File: config.mk
export PLATFORM = sky130hd
export DESIGN_NAME = bin2bcd_seq
export DESIGN_NICKNAME = d
export VERILOG_FILES = /design/src/rtl/bin2bcd_seq.sv
export SDC_FILE = /design/constraint.sdc
export NUM_CORES = 1
export LEC_CHECK = 0
export ABC_AREA = 0
export BUFFER_PORTS_ARGS = -buffer_cell sky130_fd_sc_hd__buf_2
export CAP_MARGIN = 20
export CORE_AREA = 2 2 68 70
export CTS_CLUSTER_SIZE = 30
export DETAILED_ROUTE_END_ITERATION = 7
export DIE_AREA = 0 0 70 72
export GPL_ROUTABILITY_DRIVEN = 1
export HOLD_SLACK_MARGIN = 0.06
export PLACE_DENSITY = 0.71
export SYNTH_ARGS = -nofsm -noshare
export SYNTH_HDL_FRONTEND = slang
export SYNTH_SLANG_ARGS = --single-unit
File: constraint.sdc
create_clock -name clk -period 1.7 [get_ports clk]
set_input_delay 0.255 -clock clk [delete_from_list [all_inputs] [get_ports clk]]
set_output_delay 0.255 -clock clk [all_outputs]
set_load 0.01 [all_outputs]
File: src/rtl/bin2bcd_seq.sv
// Sequential double-dabble binary-to-BCD converter with a start/done handshake.
// The bcd/overflow result register holds its value between conversions, so the display stays stable.
//
// state   | meaning
// --------+----------------------------------------------------------
// IDLE    | waiting for start; result register holds the last value
// CONVERT | one add-3/shift step per cycle, WIDTH cycles in total
// DONE    | done pulse cycle; a new start is accepted here as well
module bin2bcd_seq #(
    parameter int WIDTH  = 8,
    parameter int DIGITS = 3
) (
    input  logic                clk,
    input  logic                rst,
    input  logic                start,
    input  logic [WIDTH-1:0]    bin,
    output logic                busy,
    output logic                done,
    output logic [4*DIGITS-1:0] bcd,
    output logic                overflow
);

    localparam int CW = $clog2(WIDTH) + 1;
    localparam int BW = 4 * DIGITS;
    localparam logic [CW-1:0] CNT_LAST = CW'(WIDTH - 1);

    typedef enum logic [1:0] {
        IDLE    = 2'd0,
        CONVERT = 2'd1,
        DONE    = 2'd2
    } state_t;

    state_t           state;
    state_t           state_nxt;
    logic [WIDTH-1:0] shift_q;
    logic [WIDTH-1:0] shift_sh;
    logic [BW-1:0]    dig_q;
    logic [BW-1:0]    dig_adj;
    logic [BW-1:0]    dig_sh;
    logic [CW-1:0]    cnt_q;
    logic             ovf_q;
    logic             carry;
    logic             accept;
    logic             last;

    always_ff @(posedge clk) begin
        if (rst) begin
            state <= IDLE;
        end else begin
            state <= state_nxt;
        end
    end

    always_comb begin
        state_nxt = state;
        unique case (state)
            IDLE:    if (start) state_nxt = CONVERT;
            CONVERT: if (cnt_q == CNT_LAST) state_nxt = DONE;
            DONE:    state_nxt = start ? CONVERT : IDLE;
            default: state_nxt = IDLE;
        endcase
    end

    always_comb begin
        busy   = (state == CONVERT);
        accept = start && (state != CONVERT);
        last   = (state == CONVERT) && (cnt_q == CNT_LAST);
    end

    // Add-3 correction on each 4-bit digit, done before the shift so no digit leaves 0..9.
    always_comb begin
        dig_adj = dig_q;
        for (int i = 0; i < DIGITS; i++) begin
            if (dig_q[4*i +: 4] >= 4'd5) begin
                dig_adj[4*i +: 4] = dig_q[4*i +: 4] + 4'd3;
            end
        end
    end

    always_comb begin
        carry    = dig_adj[BW-1];
        dig_sh   = {dig_adj[BW-2:0], shift_q[WIDTH-1]};
        shift_sh = shift_q << 1;
    end

    // A bit shifted out of the top digit means the value no longer fits in DIGITS digits.
    always_ff @(posedge clk) begin
        if (rst) begin
            shift_q  <= '0;
            dig_q    <= '0;
            cnt_q    <= '0;
            ovf_q    <= 1'b0;
            done     <= 1'b0;
            bcd      <= '0;
            overflow <= 1'b0;
        end else begin
            done <= last;
            if (accept) begin
                shift_q <= bin;
                dig_q   <= '0;
                cnt_q   <= '0;
                ovf_q   <= 1'b0;
            end else if (state == CONVERT) begin
                shift_q <= shift_sh;
                dig_q   <= dig_sh;
                cnt_q   <= cnt_q + CW'(1);
                ovf_q   <= ovf_q | carry;
                if (last) begin
                    bcd      <= dig_sh;
                    overflow <= ovf_q | carry;
                end
            end
        end
    end

endmodule

== Yosys cells after proc, flatten, opt, wreduce, memory -nomap -nowiden ==
Cells that the tools add are included.

* Register bits after elaboration: 41
* Bits in latches: 0
* Bits in writable memories: 0
* ROM bits: 0
* Input port bits: 11
* Output and inout bits: 15
* Logic and storage cells: 39
* Memories: 0

* Add/subtract/negate cells: 4
* Multipliers: 0
* Div/mod/pow operators: 0
* $lt $le $gt $ge: 3
* Equal/unequal tests: 6
* Shift-type cells: 0
* Mux-type cells: 9
* Bitwise logic cells: 2
* Reductions and logical operators: 7

{| class="wikitable"
|+ Operators by type and width
! operator !! count
|-
| 8-bit 2-to-1 mux || 2
|-
| 4-bit by 2-bit adder with 4-bit output, second input constant || 3
|-
| 4-bit by 3-bit greater-or-equal comparator with 1-bit output, second input constant || 3
|-
| 4-bit 2-to-1 mux || 3
|-
| 2-bit case mux with 3 select lines || 1
|-
| 4-bit by 1-bit adder with 4-bit output, second input constant || 1
|-
| 4-bit by 3-bit equality test with 1-bit output, second input constant || 1
|-
| 2-bit 2-to-1 mux || 2
|-
| 2-bit by 1-bit inequality test with 1-bit output, second input constant || 2
|-
| 3-bit AND reduction || 1
|-
| 2-bit by 1-bit equality test with 1-bit output, second input constant || 1
|-
| 2-bit equality test, second input constant || 1
|-
| 1-bit logical AND || 2
|-
| 2-bit zero test || 1
|-
| 2-bit inequality test, second input constant || 1
|-
| 2-bit AND reduction || 1
|-
| 2-bit nonzero test || 1
|-
| 2-bit OR reduction || 1
|-
| 1-bit 2-to-1 mux || 1
|-
| 1-bit inverter || 1
|-
| 1-bit OR || 1
|}

== Longest topological paths before layout ==
* Depth after elaboration: 4
* Mapped depth: 6
* Gate-level depth less buffers: 6

== Worst setup path after synthesis ==
Ideal clock, no wire load.

* Path kind: reg-to-reg
* Start: reg dig_q[0]
* End: reg bcd[2]
* Setup time: 73 ps
* Data arrival time: 1401 ps
* Setup slack: 226 ps
* Stages on the path, launching flop included: 7
* Buffers on the path: 0
* Cell sequence: dfxtp_1 -> inv_1 -> ha_1 -> nand2b_1 -> a21oi_1 -> mux2_2 -> o22ai_2

* Cells in the longest elaborated chain, start to end: 2
* Elaborated cells on any way between the ends: 3

{| class="wikitable"
|+ Ends and longest elaborated chain
! element !! line !! source
|-
| from (decl) || 37 || <nowiki>logic [BW-1:0] dig_q;</nowiki>
|-
| from (signal assigned) || 105 || <nowiki>dig_q <= dig_sh;</nowiki>
|-
| 4-bit by 2-bit adder with 4-bit output / 4-bit by 3-bit greater-or-equal comparator with 1-bit output (equally long branches) || 75, 74 ||
|-
| 4-bit 2-to-1 mux (*) || 74 || <nowiki>if (dig_q[4*i +: 4] >= 4'd5) begin</nowiki>
|-
| to (signal assigned) || 109 || <nowiki>bcd <= dig_sh;</nowiki>
|-
| to (decl) || 19 || <nowiki>output logic [4*DIGITS-1:0] bcd,</nowiki>
|}

Mark *: on every way between the ends. The rest lies on a longest branch, timed or not.
A chain may end at the register's enable or synchronous reset.

== Final worst setup path ==
* Start: reg dig_q[8]
* End: reg dig_q[10]

* Cells in the longest elaborated chain, start to end: 2
* Elaborated cells on any way between the ends: 3

{| class="wikitable"
|+ Ends and longest elaborated chain
! element !! line
|-
| 4-bit by 2-bit adder with 4-bit output / 4-bit by 3-bit greater-or-equal comparator with 1-bit output (equally long branches) || 75, 74
|-
| 4-bit 2-to-1 mux (*) || 74
|}

Marked as above.

==> key figures <==
STA
  – Setup violation total in the final timing report: 0
  – Final hold slack: 261 ps
  – Shortest clock period the worst path allows after layout: 1590 ps
  – Slew HR: 73.0%
  – Fmax: 628 MHz
  – Fin. max-slew vios: 0
  – Period Utilization, post-route: 93.6%
  – Worst slew pin tran: 404 ps
  – Final hold violations: 0
  – Worst clock skew on the final layout: 5.58 ps

Pwr
  – Pint: 0.00142 W
  – Static power due to leakage: 0.876 nW
  – Share of total power in combinational logic: 8.8%
  – Net load switching power: 0.000444 W
  – Maximum ir drop on the vdd rail: 573 uV
  – Tot Pwr: 0.00187 W
  – Switching fraction of total power: 23.8%
  – Sequential share of power: 53.8%
  – Clk pwr share: 37.4%
  – Power density over the cells: 869 nW/um^2

CTS
  – H-tree depth: 2
  – Number of buffers created by CTS: 5
  – Number of buffers between clock root and the deepest sink: 2
  – Clock insertion delay at the later pin of the skew report: 300 ps
  – Number of buffers inserted for hold repair after clock tree synthesis: 0
  – Sinks on Clock Net: 41
  – Clock-pin slew reported for the worst setup and hold paths after clock tree synthesis: 70 ps
  – Gates resized, CTS repair: 0
  – CTS tree: yes
  – Count of buffers added by post-CTS timing repair for setup: 0
  – Clock root buffer: clkbuf_8

Worst setup path
  – Endpoint arrival time on the critical path: 1820 ps
  – Element type at the critical path end: register
  – Required time of the worst setup path: 1930 ps
  – Critical path fanouts, max: 5
  – Cell count of the worst reg-to-reg path: 6
  – RR Startpoint: dig_q[8]$_SDFFE_PP0P_
  – Worst reg2reg setup slack: 110 ps
  – Endpoint of the lowest-slack register-to-register path: dig_q[10]$_SDFFE_PP0P_
  – Critical path type: reg2reg
  – Kind of start point of the critical path: register

Logic synthesis
  – Number of cells produced by synthesis: 197
  – Dominant synthesized flop cell: dfxtp_1
  – Synth cell types: 33
  – Number of enable flip-flop cells after synthesis: 0
  – FF+latch count, synth: 41
  – Synthesized area per cell: 9.37 um^2
  – Asr flop ratio synth: 0%
  – Post-Synthesis Net Count: 215
  – Part of the Yosys area used for sequential elements: 44.4%
  – Synthesis Warnings: 0
  – Syn Std Cell Area: 1850 um^2

Global routing
  – Largest net degree at the start of global routing: 20
  – Congestion Overflow GR: 0
  – Initial antenna violation count: 0
  – Global Route Usage Sum: 15.2%
  – Via count of the first global-routing pass: 1360
  – Global-route wire length before repair: 6010 um

Hold path
  – Worst Hold Launch: bin[0]
  – Kind of path behind the tightest hold check: in2reg
  – Depth of the worst hold-timing path: 3
  – Worst hold path endpoint: shift_q[0]$_SDFFE_PP0P_

Drt
  – Average wire length per cell after detail routing: 12.8 um
  – Total wire length: 3550 um
  – Number of DRC markers in iteration 0: 77
  – DR pass1 iterations: 4
  – Average via count per standard cell: 5.09
  – Drc violations: 0
  – Remaining number of nets flagged by the antenna check after routing: 0
  – Via count: 1415

Final layout
  – Final Core Density: 50.4%
  – Top library cells by usage in the layout, fill and taps aside: dfxtp_1, buf_2, nor2_1
  – Leading cell type in the layout, fill and taps excluded: dfxtp_1
  – Area Overhead vs Synth: 16.3%
  – Fraction of final layout cells with drive strength greater than 1: 24.8%
  – Number of fill cells: 424
  – Count of nets after finishing: 243
  – Total inserted antenna cells: 0
  – Area of all placed cells without fillers: 2150 um^2

Placed design
  – DP HPWL: 2460 um
  – Placer Congestion: 0.764
  – # port buffers: 25
  – Instance area after placement: 2030 um^2

Die
  – Core Box Area: 4260 um^2
  – Top Ports: 26
  – Site Rows: 24
  – DIE HEIGHT: 72 um
  – Die Area: 5040 um^2
  – Die span in x: 70 um
  – Initial standard-cell utilization of the core: 43.3%

Flow run
  – Max-cap violation count: 0

Outcome
  – Run status: finished, final reports clean
[per-stage QoR]
stage	TNS (ps)	cells	setup WS, ps
detailed placement	0	270	126
global placement	0	270	148
finish	0	278	109
CTS	0	278	88.8
global route	-11.4	278	-11.4
floorplan	0	197	226
[sequential cells by signal (all words and copies together) (netlist names)]
register / cells
overflow: 1
cnt_q: 4
state: 2
ovf_q: 1
done: 1
bcd: 12
dig_q: 12
shift_q: 8
[cell usage after synthesis (2+ instances only)]
| library cell | n | area share [%] |
|---|---|---|
| dfxtp_1 | 41 | 44 |
| nor2_1 | 21 | 4.3 |
| a21oi_1 | 17 | 4.6 |
| a211oi_1 | 12 | 4.9 |
| nand2_1 | 12 | 2.4 |
| inv_1 | 9 | 1.8 |
| mux2i_1 | 9 | 4.9 |
| nand2b_1 | 9 | 3.0 |
| o22ai_1 | 8 | 2.7 |
| ha_1 | 7 | 4.7 |
| o21ai_0 | 7 | 1.9 |
| nor3b_1 | 6 | 2.4 |
| buf_2 | 5 | 1.4 |
| o22ai_2 | 5 | 3.4 |
| xnor2_1 | 4 | 1.9 |
| mux2_2 | 3 | 1.8 |
| nand3_1 | 3 | 0.81 |
| buf_6 | 2 | 1.2 |
| clkbuf_1 | 2 | 0.41 |
| xor2_1 | 2 | 0.95 |
[layout make-up]
cell class	instances	area [um^2]	share of cell area [%]
well taps	52	65.1	3.03
clock inverters	1	5.00	0.233
clock buffers	7	96.3	4.49
inverters	10	37.5	1.75
repair buffers	31	183	8.51
multi-input cells	136	940	43.8
flip-flops and latches	41	821	38.2
[worst max-delay path by stage]
stage	cells after the start	slack, ps	endpoint	startpoint
floorplan	6	230	bcd[2]$_SDFFE_PP0P_	dig_q[0]$_SDFFE_PP0P_
global placement	6	150	bcd[6]$_SDFFE_PP0P_	dig_q[4]$_SDFFE_PP0P_
detailed placement	6	130	dig_q[6]$_SDFFE_PP0P_	dig_q[4]$_SDFFE_PP0P_
CTS	6	90	dig_q[6]$_SDFFE_PP0P_	dig_q[4]$_SDFFE_PP0P_
global route	6	-10	dig_q[10]$_SDFFE_PP0P_	dig_q[9]$_SDFFE_PP0P_
finish	6	110	dig_q[10]$_SDFFE_PP0P_	dig_q[8]$_SDFFE_PP0P_
[worst max-delay path, stage by stage, from the launching register on]
cell	delay, ps
dfxtp_1	340
inv_1	100
ha_1	240
nand2b_1	130
a21oi_2	210
mux2_2	370
o22ai_1	140
[per-layer routing]
layer  up-vias  track usage [%]  wire, um
met5         -                0         0
met4         0             7.69        75
met3         6             5.69       186
met2        25             24.9      1600
met1       641             17.5      1690
li1        743                -         -
[power groups by stage]
stage / clock network [W] / logic (W) / registers, W
floorplan: 0 / 0.000118 / 0.00102
global placement: 0 / 0.000160 / 0.00102
detailed placement: 0 / 0.000163 / 0.00102
CTS: 0.000725 / 0.000163 / 0.00100
global route: 0.000762 / 0.000185 / 0.00101
finish: 0.000698 / 0.000164 / 0.00100
[logic make-up after synthesis]
group	count (synthesis)	synth area share (%)
adders and majority gates	7	4.74
and+or+nand+nor	58	16.7
DFF	41	44.4
muxes	12	6.71
buffers and inverters	20	5.42
AOI/OAI and AO/OA	53	19.1
xor gates and xnor gates	6	2.85
Note: power is estimated with default switching activity, not from simulation.
